--- src/rtl/reverb_pkg.sv ---
// -----------------------------------------------------------------------------
// reverb_pkg
// Shared definitions for the Reverb tap scheduler.
//   REVERB_ADDR_W   : default delay-line address width (depth = 2^ADDR_W)
//   REVERB_DATA_W   : default signed sample width
//   REVERB_NUM_TAPS : number of tap reads per sample
//   state_t         : scheduler sequence states
// -----------------------------------------------------------------------------
package reverb_pkg;

  localparam int REVERB_ADDR_W   = 12;
  localparam int REVERB_DATA_W   = 16;
  localparam int REVERB_NUM_TAPS = 3;

  // One RAM slot per state: a write, three reads, then a result/update slot.
  typedef enum logic [2:0] {
    IDLE = 3'd0,
    WR   = 3'd1,
    RD1  = 3'd2,
    RD2  = 3'd3,
    RD3  = 3'd4,
    DONE = 3'd5
  } state_t;

endpackage

--- src/rtl/reverb_tap_scheduler.sv ---
// -----------------------------------------------------------------------------
// reverb_tap_scheduler
// Time-multiplexes one single-port synchronous delay-line RAM between the
// per-sample write and three delayed tap reads. Each accepted sample is
// written at a circular write pointer; the three taps are then read back at
// (wr_ptr - delay) and presented together with a one-cycle taps_valid pulse.
//
// Ports:
//   clk           system clock
//   rst_          synchronous, active-low reset
//   sample_valid  one-cycle strobe, sample_in valid (ignored while busy)
//   sample_in     signed input sample
//   delay_time_k  tap k delay in samples (latched on acceptance)
//   mem_addr      RAM address
//   mem_we        RAM write enable
//   mem_wdata     RAM write data
//   mem_rdata     RAM read data, valid one cycle after the address
//   tapk_out      delayed sample for tap k
//   taps_valid    one-cycle pulse, tap outputs just updated
//   busy          sequence in progress
//   overrun       sticky: a sample arrived while busy and was dropped
// -----------------------------------------------------------------------------
module reverb_tap_scheduler
  import reverb_pkg::*;
#(
  parameter int ADDR_W = REVERB_ADDR_W,
  parameter int DATA_W = REVERB_DATA_W
) (
  input  logic              clk,
  input  logic              rst_,
  input  logic              sample_valid,
  input  logic [DATA_W-1:0] sample_in,
  input  logic [ADDR_W-1:0] delay_time_1,
  input  logic [ADDR_W-1:0] delay_time_2,
  input  logic [ADDR_W-1:0] delay_time_3,
  output logic [ADDR_W-1:0] mem_addr,
  output logic              mem_we,
  output logic [DATA_W-1:0] mem_wdata,
  input  logic [DATA_W-1:0] mem_rdata,
  output logic [DATA_W-1:0] tap1_out,
  output logic [DATA_W-1:0] tap2_out,
  output logic [DATA_W-1:0] tap3_out,
  output logic              taps_valid,
  output logic              busy,
  output logic              overrun
);

  // ---------------------------------------------------------------------------
  // State
  // ---------------------------------------------------------------------------
  state_t                                    state_reg;
  logic [ADDR_W-1:0]                         wr_ptr_reg;
  logic [ADDR_W-1:0]                         fill_cnt_reg;
  logic [DATA_W-1:0]                         sample_reg;
  logic [REVERB_NUM_TAPS-1:0][ADDR_W-1:0]    dly_reg;
  logic [REVERB_NUM_TAPS-1:0]                tap_ok_reg;
  logic [1:0][DATA_W-1:0]                    hold_reg;
  logic [REVERB_NUM_TAPS-1:0][DATA_W-1:0]    tap_reg;
  logic                                      taps_valid_reg;
  logic                                      overrun_reg;

  // ---------------------------------------------------------------------------
  // Per-tap helpers
  // ---------------------------------------------------------------------------
  logic [REVERB_NUM_TAPS-1:0][ADDR_W-1:0]    dly_in;
  logic [REVERB_NUM_TAPS-1:0][ADDR_W-1:0]    rd_addr;
  logic [REVERB_NUM_TAPS-1:0]                tap_ok_next;
  logic [REVERB_NUM_TAPS-1:0][DATA_W-1:0]    rdata_gated;

  assign dly_in = {delay_time_3, delay_time_2, delay_time_1};

  generate
    for (genvar gi = 0; gi < REVERB_NUM_TAPS; gi++) begin : g_tap
      // A tap may only reach back over samples actually written since reset;
      // fill_cnt counts those, so a longer delay would read stale RAM.
      assign tap_ok_next[gi] = (dly_in[gi] <= fill_cnt_reg);

      // wr_ptr still points at the slot of the current sample during the
      // reads, so delay 0 returns the sample just written. Wraps naturally.
      assign rd_addr[gi] = wr_ptr_reg - dly_reg[gi];

      assign rdata_gated[gi] = tap_ok_reg[gi] ? mem_rdata : '0;
    end
  endgenerate

  // ---------------------------------------------------------------------------
  // Sequencer
  // ---------------------------------------------------------------------------
  always_ff @(posedge clk) begin
    if (!rst_) begin
      state_reg      <= IDLE;
      wr_ptr_reg     <= '0;
      fill_cnt_reg   <= '0;
      sample_reg     <= '0;
      dly_reg        <= '0;
      tap_ok_reg     <= '0;
      hold_reg       <= '0;
      tap_reg        <= '0;
      taps_valid_reg <= 1'b0;
      overrun_reg    <= 1'b0;
    end else begin
      taps_valid_reg <= 1'b0;

      // Any strobe outside IDLE (including DONE) is dropped.
      if (sample_valid && (state_reg != IDLE)) begin
        overrun_reg <= 1'b1;
      end

      case (state_reg)
        IDLE: begin
          if (sample_valid) begin
            sample_reg <= sample_in;
            dly_reg    <= dly_in;
            tap_ok_reg <= tap_ok_next;
            state_reg  <= WR;
          end
        end

        WR:  state_reg <= RD1;

        RD1: state_reg <= RD2;

        // Read data arrives one cycle after its address: the RD1 read lands
        // here, the RD2 read lands in RD3, the RD3 read lands in DONE.
        RD2: begin
          hold_reg[0] <= rdata_gated[0];
          state_reg   <= RD3;
        end

        RD3: begin
          hold_reg[1] <= rdata_gated[1];
          state_reg   <= DONE;
        end

        // All three outputs change on the same edge so the mixer never sees
        // a mix of old and new taps.
        DONE: begin
          tap_reg        <= {rdata_gated[2], hold_reg[1], hold_reg[0]};
          wr_ptr_reg     <= wr_ptr_reg + ADDR_W'(1);
          if (fill_cnt_reg != '1) begin
            fill_cnt_reg <= fill_cnt_reg + ADDR_W'(1);
          end
          taps_valid_reg <= 1'b1;
          state_reg      <= IDLE;
        end

        default: state_reg <= IDLE;
      endcase
    end
  end

  // ---------------------------------------------------------------------------
  // RAM port, decoded from the registered state
  // ---------------------------------------------------------------------------
  always_comb begin
    mem_we    = 1'b0;
    mem_addr  = wr_ptr_reg;
    mem_wdata = sample_reg;
    case (state_reg)
      WR:      mem_we   = 1'b1;
      RD1:     mem_addr = rd_addr[0];
      RD2:     mem_addr = rd_addr[1];
      RD3:     mem_addr = rd_addr[2];
      default: ;
    endcase
  end

  // ---------------------------------------------------------------------------
  // Outputs
  // ---------------------------------------------------------------------------
  assign tap1_out   = tap_reg[0];
  assign tap2_out   = tap_reg[1];
  assign tap3_out   = tap_reg[2];
  assign taps_valid = taps_valid_reg;
  assign busy       = (state_reg != IDLE);
  assign overrun    = overrun_reg;

endmodule

--- config.mk ---
export PLATFORM = sky130hd
export DESIGN_NAME = reverb_tap_scheduler
export DESIGN_NICKNAME = d
export VERILOG_FILES = /design/src/rtl/reverb_pkg.sv /design/src/rtl/reverb_tap_scheduler.sv
export SDC_FILE = /design/constraint.sdc
export NUM_CORES = 1
export LEC_CHECK = 0
export BUFFER_PORTS_ARGS = -buffer_cell sky130_fd_sc_hd__buf_4
export CORE_UTILIZATION = 30
export CTS_CLUSTER_DIAMETER = 80
export CTS_CLUSTER_SIZE = 14
export DETAILED_ROUTE_END_ITERATION = 8
export PLACE_DENSITY = 0.54
export SYNTH_ARGS = -nofsm -noshare
export SYNTH_HDL_FRONTEND = slang
export SYNTH_SLANG_ARGS = --single-unit
--- constraint.sdc ---
create_clock -name clk -period 3.13 [get_ports clk]
set_input_delay 0.313 -clock clk [delete_from_list [all_inputs] [get_ports clk]]
set_output_delay 0.313 -clock clk [all_outputs]
set_load 0.05 [all_outputs]
==> results of run 1 <==
## repair_timing
| item | in CTS | in global routing |
|---|---|---|
| endpoints found under the setup margin | 8 | 9 |
| gates resized for setup | 39 | 31 |
| buffers inserted | 11 | 7 |
| hold endpoints to repair | 0 | 0 |
| pin swaps | 26 | 33 |
## worst max-delay path, delay by kind of cell (launching register included)
kind            cells  cell delay (ns)
buf+inv             3             0.45
flops               1             0.36
fa+ha+maj           2             0.56
compound gates      4             0.58
simple gates        4             0.53
xor+xnor            1             0.16
## layout make-up
cell class	count	area [sq um]	share of cell area (%)
multi-input combinational	701	4190	41.6
sequential	164	3290	32.7
timing repair buffer	193	1520	15.1
clock buffer	18	439	4.36
tap	324	405	4.02
clock inverter	14	148	1.46
inverter	22	85.1	0.844
## kinds of logic (layout without fill, tap and decap cells)
kind of cell	count (synthesis)	after routing
and+or+nand+nor	393	393
xor gates and xnor gates	27	27
muxes	3	3
AOI/OAI and AO/OA	228	228
DFF	164	164
buffers and inverters	81	247
adders and majority gates	50	50
## power groups by stage
| stage | clock, W | sequential (W) | combinational [W] |
|---|---|---|---|
| after floorplan | 0 | 0.00229 | 0.000545 |
| after global placement | 0 | 0.00225 | 0.000896 |
| after detailed placement | 0 | 0.00225 | 0.000900 |
| after global routing | 0.00225 | 0.00222 | 0.00110 |
| final | 0.00210 | 0.00221 | 0.00102 |
| after CTS | 0.00215 | 0.00221 | 0.000957 |
## cells in the mapped netlist, types with 17 or more instances
cell / instances / area [sq um]
a21oi_1: 165 / 826
a22o_1: 17 / 149
buf_2: 24 / 120
clkbuf_1: 24 / 90.1
dfxtp_1: 164 / 3280
ha_1: 49 / 613
inv_1: 22 / 82.6
nand2_1: 243 / 912
nand3_1: 41 / 205
nand4_1: 19 / 119
nor2_1: 43 / 161
## metal layers
| metal | vias to the layer above | share of wire, % | global-route usage [%] |
|---|---|---|---|
| met5 | - | 0 | 0 |
| met4 | 0 | 1.2 | 5.19 |
| met3 | 16 | 3.9 | 4.16 |
| met2 | 104 | 47 | 28.5 |
| met1 | 3184 | 48 | 23.8 |
| li1 | 3553 | - | - |
## path summary, 6_finish.rpt
kind	slack [ns]	end	cells past startpoint
setup / recovery	-0.24	mem_addr[6]	14
hold / removal	0.11	tap3_out[13]	2
setup reg to reg	0.89	tap3_out[11]	5
hold reg to reg	0.45	hold_reg[7]	2
## stage by stage
step	hold WS [ns]	power [W]	std cells	worst slack [ns]	area (sq um)
2_1_floorplan	0.432	0.00283	946	-0.0416	7610
3_3_place_gp	0.438	0.00315	1388	0.0416	9100
3_5_place_dp	0.445	0.00315	1388	-0.0483	9100
4_1_cts	0.0882	0.00531	1430	-0.259	9900
5_1_grt	0.0883	0.00557	1436	-0.456	10100
6_report	0.106	0.00532	1436	-0.244	10100
==> metrics.txt, run 1 <==
Hold Fails Final Rpt=0; Die ar.=0.0258 sq mm; Finished Core Util=41.1%; setup TNS=-1.28 ns; FFs w/ async S/R, synth=0%; commonest non-fill, non-tap cell in the layout=nand2_1; area share of and/or/nand/nor cells after synthesis=22.8%; I/O Buffers=150; post-synthesis adder-cell area fraction=8.37%; Reg clk slew, reported paths=0.08 ns; initial antenna violation count=0; Synth Area in XOR/XNOR=3.13%; PwrDens=528 mW/mm^2; multiplexer share of the synthesized area=0.397%; status=finished with violations; layout cells sized above 1=25.4%; part of the power in combinational logic=19.1%; global route total overflow=0; Critical Path RT=2.82 ns; max frequency=296 MHz; Mapped Avg Cell Area=7.99 sq um; largest family of logic cells by synthesized area=simple AND/OR/NAND/NOR gates; # nets final=1220; synthesized area=0.00756 sq mm; Hold Startpoint=mem_rdata[13]; reg2reg start=state_reg[2]; Die W=161 um; Root Driver=clkbuf_16; Final WS setup=-0.244 ns; switch share=31.7%; Netlist cell types=47; Tot GR Track Use=17.8%; clk buf depth=2; TritonCTS clock tree=built; Post-synth EDFFs=0; io pins=151; Final Skew=0.0134 ns; Cells after Synth=946; kind of critical path=flop to primary output; Post-synth top flop=dfxtp_1; placer congestion estimate=0.842; Core Area=0.0245 sq mm; number of endpoints failing setup at the final stage=7; largest stage delay on the critical path=0.39 ns; worst hold path type=input port to flop; final worst path period share=108%; Detailed Routing Iterations Pass 1=4; RSZ-0062 raised after global routing=yes; number of max-cap violations=0; first-pass GRT wire length=36000 um; Crit Path Max Fanout=5; Num CTS Buffers=17; minimum clock period=3.37 ns; commonest non-fill, non-tap cells in the layout=237 x nand2_1, 177 x buf_4, 161 x dfxtp_1; DP Wirelength=16100 um; CP arrival=3.06 ns; CP max stage cell=fa_2; failing checks=setup timing; max FFs per register=36; die height=161 um; largest net degree at the start of global routing=61; Final Max Tran Viols=0; Initial Util=30.8%; post-DR wirelength/cell=15.9 um; Net Count, Synth=1067; Clock power frac=39.4%; CP Capture Type=primary output; vias in the first global route=6682; crit-path cells=and3b_2 -> buf_12 -> a22oi_2 -> nand2_2 -> ha_4 -> fa_2 -> nor2b_4 -> o21ai_4 -> a21oi_2 -> buf_4 -> nor2_1 -> xor2_1 -> a21oi_4 -> buf_6; clk sinks=164; Residual DRC=0; CP Launch Type=flop; Flop pwr share=41.5%; area delta synth->final=33.3%; relative slew slack=19.7%; internal power=0.00363 W; # fillers=2552; Tightest Pin Transition=1.20 ns; peak supply drop=0.299 mV; initial drt markers=405; Synth Register Bits=164; vias per inst=4.78; yosys warns=0; Clk Latency, worst-skew pair=0.43 ns; Routed Antenna Nets=0; hold-fix buffers at CTS=0; P_leak=3.99 nW; diode count=0; Post-Route WL=22800 um; Synth Area in Compound Gates=17.2%; Crit. Startpoint=state_reg[1]; post-synthesis sequential area ratio=43.4%; via count=6857; row count=57; H-tree lvl count=4; Sw Pwr=0.00169 W
No activity file was read; power rests on OpenSTA's default activity.
==> run 2: changes to the inputs <==
--- a/config.mk
+++ b/config.mk
@@ -7,4 +7,5 @@
 export LEC_CHECK = 0
 export BUFFER_PORTS_ARGS = -buffer_cell sky130_fd_sc_hd__buf_4
+export CORE_MARGIN = 2
 export CORE_UTILIZATION = 30
 export CTS_CLUSTER_DIAMETER = 80
==> constraint.sdc (replaced) <==
create_clock -name clk -period 3.13 [get_ports clk]
set_input_delay 0.313 -clock clk [delete_from_list [all_inputs] [get_ports clk]]
set_output_delay 0.313 -clock clk [all_outputs]
set_load 0.1 [all_outputs]
==> run 2 against run 1 <==
The run still ends with setup timing left. Fmax is 1.5% lower. Global-route usage is 0.51 points lower. First-iteration DRC count is 23% higher. Non-clock buffer count is 1 higher. Utilization is 0.057 points lower. Final area is 1.6% higher. Largest power group is now clock.
==> metrics.txt, run 2 (synthesis results as in run 1) <==
status=finished with violations (unchanged); failing checks=setup timing (unchanged); CP arrival=3.11 ns (was 3.06 ns); area delta synth->final=35.5% (was 33.3%); CP Capture Type=primary output (unchanged); Clk Latency, worst-skew pair=0.43 ns (about the same); first-pass GRT wire length=36000 um (about the same); die height=163 um (was 161 um); CP Launch Type=flop (unchanged); setup TNS=-1.54 ns (was -1.28 ns); # fillers=2553 (was 2552); Initial Util=30.3% (was 30.8%); Die W=163 um (was 161 um); Storage cell area=0.00329 sq mm (about the same); relative slew slack=13.5% (was 19.7%); placer congestion estimate=0.854 (was 0.842); RSZ-0062 raised after global routing=yes (unchanged); Hold Worst Slack=0.119 ns (was 0.106 ns); diode count=0 (unchanged); clk buf depth=2 (unchanged); peak supply drop=0.299 mV (about the same); Residual DRC=0 (unchanged); io pins=151 (unchanged); clk sinks=164 (unchanged); post-route cell area=0.0102 sq mm (was 0.0101 sq mm); Finished Core Util=41.0% (was 41.1%); Detailed Routing Iterations Pass 1=5 (was 4); max frequency=292 MHz (was 296 MHz); commonest non-fill, non-tap cells in the layout=238 x nand2_1, 180 x buf_4, 161 x dfxtp_1 (was 237 x nand2_1, 177 x buf_4, 161 x dfxtp_1); initial drt markers=500 (was 405); kind of critical path=flop to primary output (unchanged); Critical Path RT=2.82 ns (about the same); Tot GR Track Use=17.3% (was 17.8%); final worst path period share=109% (was 108%); commonest non-fill, non-tap cell in the layout=nand2_1 (unchanged); post-DR wirelength/cell=15.9 um (about the same); Root Driver=clkbuf_16 (unchanged); global route hottest layer=met2 (unchanged); Crit Path Max Fanout=5 (unchanged); Tightest Pin Transition=1.29 ns (was 1.20 ns); TritonCTS clock tree=built (unchanged); Final Skew=0.0170 ns (was 0.0134 ns); worst hold path type=input port to flop (unchanged); via count=6854 (was 6857); crit-path cells=nor2_2 -> nand2_2 -> buf_4 -> nand2_1 -> a21oi_1 -> a21oi_1 -> ha_2 -> buf_4 -> nor2b_2 -> o21ai_2 -> a21oi_2 -> o41ai_2 -> xor2_1 -> a21oi_4 -> buf_12 (was and3b_2 -> buf_12 -> a22oi_2 -> nand2_2 -> ha_4 -> fa_2 -> nor2b_4 -> o21ai_4 -> a21oi_2 -> buf_4 -> nor2_1 -> xor2_1 -> a21oi_4 -> buf_6); row count=58 (was 57); Tot Pwr=0.00574 W (was 0.00532 W); Post-Route WL=22900 um (was 22800 um); largest stage delay on the critical path=0.37 ns (was 0.39 ns); number of buffers and inverters on the critical path=3 (unchanged); Final WS setup=-0.297 ns (was -0.244 ns); Hold Fails Final Rpt=0 (unchanged); # nets final=1222 (was 1220); Final Max Tran Viols=0 (unchanged); PwrDens=561 mW/mm^2 (was 528 mW/mm^2); vias per inst=4.75 (was 4.78); H-tree lvl count=4 (unchanged); initial antenna violation count=0 (unchanged); cell family with most CP delay=compound AO/OA/AOI/OAI gates (unchanged); placed inst area=0.00929 sq mm (was 0.00910 sq mm); Die ar.=0.0265 sq mm (was 0.0258 sq mm); met2 Track Usage GR=28.2% (was 28.5%); number of endpoints failing setup at the final stage=8 (was 7); vias in the first global route=6716 (was 6682); max FFs per register=36 (unchanged); number of max-cap violations=0 (unchanged); Core Area=0.0250 sq mm (was 0.0245 sq mm); minimum clock period=3.43 ns (was 3.37 ns); met1 GRT Util=23.2% (was 23.8%); FF-to-FF setup slack=0.80 ns (was 0.89 ns); global route total overflow=0 (unchanged); Routed Antenna Nets=0 (unchanged); DP Wirelength=16300 um (was 16100 um); footprint of the multi-input gates=0.00423 sq mm (was 0.00419 sq mm); layout cells sized above 1=25.6% (was 25.4%); I/O Buffers=150 (unchanged); Reg clk slew, reported paths=0.07 ns (was 0.08 ns); met3 Usage GRT=3.90% (was 4.16%); CP max stage cell=dfxtp_4 (was fa_2); Num CTS Buffers=17 (unchanged); largest net degree at the start of global routing=148 (was 61); P_leak=4.04 nW (was 3.99 nW)
run 2: changes by cell type in the layout (fill, tap and decap cells not counted), sizes merged:
cell,change
and3b,+1
bufinv,+3
buf,+1
clkinv,-1
inv,-2
run 2: routing by layer:
metal | share of wire (%) | up-vias
met5 | 0 | -
met4 | 0.84 | 0
met3 | 4.5 | 11
met2 | 48 | 129
met1 | 46 | 3161
li1 | - | 3553
run 2: metrics by stage:
step	cells	setup WS [ns]
after floorplan	946	-0.119
final	1444	-0.297
after detailed placement	1402	-0.0162
after CTS	1437	-0.311
after global routing	1444	-0.469
after global placement	1402	0.00677
run 2: what timing repair did:
action,4_1_cts,5_1_grt
setup endpoints to repair,8,9
hold buffers,0,0
pin swaps,9,18
cloned,0,1
setup buffers,4,6
resized for setup,35,27
run 2: worst paths after layout:
kind                 start            to  cells past startpoint
max reg2reg   state_reg[2]   tap3_out[6]                      5
min reg2reg   hold_reg[16]   tap2_out[0]                      2
max           state_reg[0]   mem_addr[8]                     15
min          mem_rdata[11]  tap3_out[11]                      2
run 2: area by class of cell:
cell class	count	area share, %
multi-input combinational	702	41.3
tap	330	4.03
timing repair buffer	194	15.5
clock buffer	18	4.29
sequential	164	32.1
inverter	22	0.831
clock inverter	14	1.97
run 2: power by group:
group          switching (W)  total [W]  internal, W
clock               0.000958    0.00228      0.00132
sequential         0.0000575    0.00221      0.00215
combinational       0.000830    0.00126     0.000430
==> run 3: changes to the inputs <==
Settings changed: MAX_ROUTING_LAYER from default to met4.
==> run 3 against run 2 <==
The run still ends with setup timing left. Critical path depth did not move. Global-route usage rose by 0.50 points. Non-clock buffer count did not move. Fmax barely moved. Hold slack got worse by 0.00077 ns. Combinational power barely moved. Clock-buffer cell count did not move. Utilization did not move. Largest power group unchanged.
==> metrics.txt, run 3 (synthesis results as in run 1) <==
CP max stage cell=dfxtp_4 (unchanged); CP Launch Type=flop (unchanged); # nets final=1222 (unchanged); Num CTS Buffers=17 (unchanged); Core Area=0.0250 sq mm (unchanged); Final WS setup=-0.300 ns (was -0.297 ns); vias in the first global route=6734 (was 6716); Critical Path RT=2.82 ns (about the same); Tightest Pin Transition=1.26 ns (was 1.29 ns); Post-Route WL=22900 um (about the same); largest stage delay on the critical path=0.37 ns (about the same); clk buf depth=2 (unchanged); max frequency=292 MHz (about the same); Final Skew=0.0160 ns (was 0.0170 ns); TritonCTS clock tree=built (unchanged); Tot GR Track Use=17.8% (was 17.3%); Reg clk slew, reported paths=0.07 ns (about the same); P_leak=4.04 nW (unchanged); Clk Latency, worst-skew pair=0.43 ns (about the same); first-pass GRT wire length=36000 um (about the same); post-DR wirelength/cell=15.8 um (was 15.9 um); placed insts=1402 (unchanged); RSZ-0062 raised after global routing=yes (unchanged); initial drt markers=483 (was 500); Initial Util=30.3% (unchanged); status=finished with violations (unchanged); Routed Antenna Nets=0 (unchanged); Tot Pwr=0.00575 W (was 0.00574 W); Hold Fails Final Rpt=0 (unchanged); Die ar.=0.0265 sq mm (unchanged); area delta synth->final=35.5% (unchanged); die height=163 um (unchanged); CP Capture Type=primary output (unchanged); Detailed Routing Iterations Pass 1=5 (unchanged); Residual DRC=0 (unchanged); worst hold path type=input port to flop (unchanged); Die W=163 um (unchanged); H-tree lvl count=4 (unchanged); I/O Buffers=150 (unchanged); met3 Usage GRT=3.41% (was 3.90%); largest net degree at the start of global routing=148 (unchanged); number of max-cap violations=0 (unchanged); row count=58 (unchanged); commonest non-fill, non-tap cells in the layout=238 x nand2_1, 180 x buf_4, 161 x dfxtp_1 (unchanged); crit-path cells=nor2_2 -> nand2_2 -> buf_4 -> nand2_1 -> a21oi_1 -> a21oi_1 -> ha_2 -> buf_4 -> nor2b_2 -> o21ai_2 -> a21oi_2 -> o41ai_2 -> xor2_1 -> a21oi_4 -> buf_12 (unchanged); vias per inst=4.76 (was 4.75); io pins=151 (unchanged); DP Wirelength=16300 um (unchanged); diode count=0 (unchanged); via count=6873 (was 6854); initial antenna violation count=0 (unchanged); failing checks=setup timing (unchanged); Crit Path Max Fanout=5 (unchanged); number of endpoints failing setup at the final stage=8 (unchanged); max FFs per register=36 (unchanged); Final Non-Filler Cells=1444 (unchanged); layout cells sized above 1=25.6% (unchanged); global route hottest layer=met2 (unchanged); relative slew slack=15.9% (was 13.5%); PwrDens=561 mW/mm^2 (about the same); kind of critical path=flop to primary output (unchanged); clk sinks=164 (unchanged); met1 GRT Util=23.6% (was 23.2%); peak supply drop=0.299 mV (about the same); final worst path period share=110% (was 109%); # fillers=2553 (unchanged); Final Max Tran Viols=0 (unchanged); met2 Track Usage GR=28.1% (was 28.2%); minimum clock period=3.43 ns (about the same); Root Driver=clkbuf_16 (unchanged); global route total overflow=0 (unchanged); CP arrival=3.12 ns (was 3.11 ns); setup TNS=-1.53 ns (was -1.54 ns); commonest non-fill, non-tap cell in the layout=nand2_1 (unchanged); placer congestion estimate=0.868 (was 0.854)
## run 3: path summary, 6_finish.rpt
path	end	slack, ns	from	depth (start not counted)
hold / removal	tap3_out[11]	0.12	mem_rdata[11]	2
setup / recovery	mem_addr[8]	-0.30	state_reg[0]	15
setup reg to reg	tap3_out[6]	0.82	state_reg[2]	5
hold reg to reg	tap2_out[0]	0.45	hold_reg[16]	2
## run 3: cell type report
class	instances	area (sq um)	share of cell area, %
inverter	22	85.1	0.831
tap	330	413	4.03
multi-input combinational	702	4230	41.3
clock buffer	18	439	4.29
sequential	164	3290	32.1
clock inverter	14	201	1.97
timing repair buffer	194	1580	15.5
## run 3: what timing repair did
item                                    CTS  global route
setup buffers                             4             6
gates cloned                              0             1
resized for setup                        35            27
endpoints found under the setup margin    8             9
pin swaps                                 9            18
hold buffers                              0             0
## run 3: critical path, delay by kind of cell (launching register included)
kind	cells	cell delay [ns]
AOI/OAI and AO/OA	6	0.79
buffers and inverters	3	0.50
and+or+nand+nor	4	0.44
DFF	1	0.37
adders and majority gates	1	0.30
xor gates and xnor gates	1	0.30
## run 3: per-stage QoR
step	setup slack, ns	area (sq um)	hold WS (ns)	util, %
detailed placement	-0.0162	9290	0.444	37.2
finish	-0.300	10200	0.118	41.0
floorplan	-0.119	7750	0.432	-
CTS	-0.311	10100	0.0993	40.4
global placement	0.00677	9290	0.440	37.2
global route	-0.469	10200	0.105	41.0
## run 3: report_power, final
group	leakage [nW]	internal [W]	switching, W
sequential	1.33	0.00215	0.0000577
combinational	2.40	0.000430	0.000829
clock	0.309	0.00132	0.000959
total	4.04	0.00390	0.00185
## run 3: layer usage
layer	part of all wire [%]	wire (um)	up-vias
met5	0	0	-
met4	1.1	242	0
met3	4.0	916	14
met2	48	11000	131
met1	47	10700	3174
li1	-	-	3554
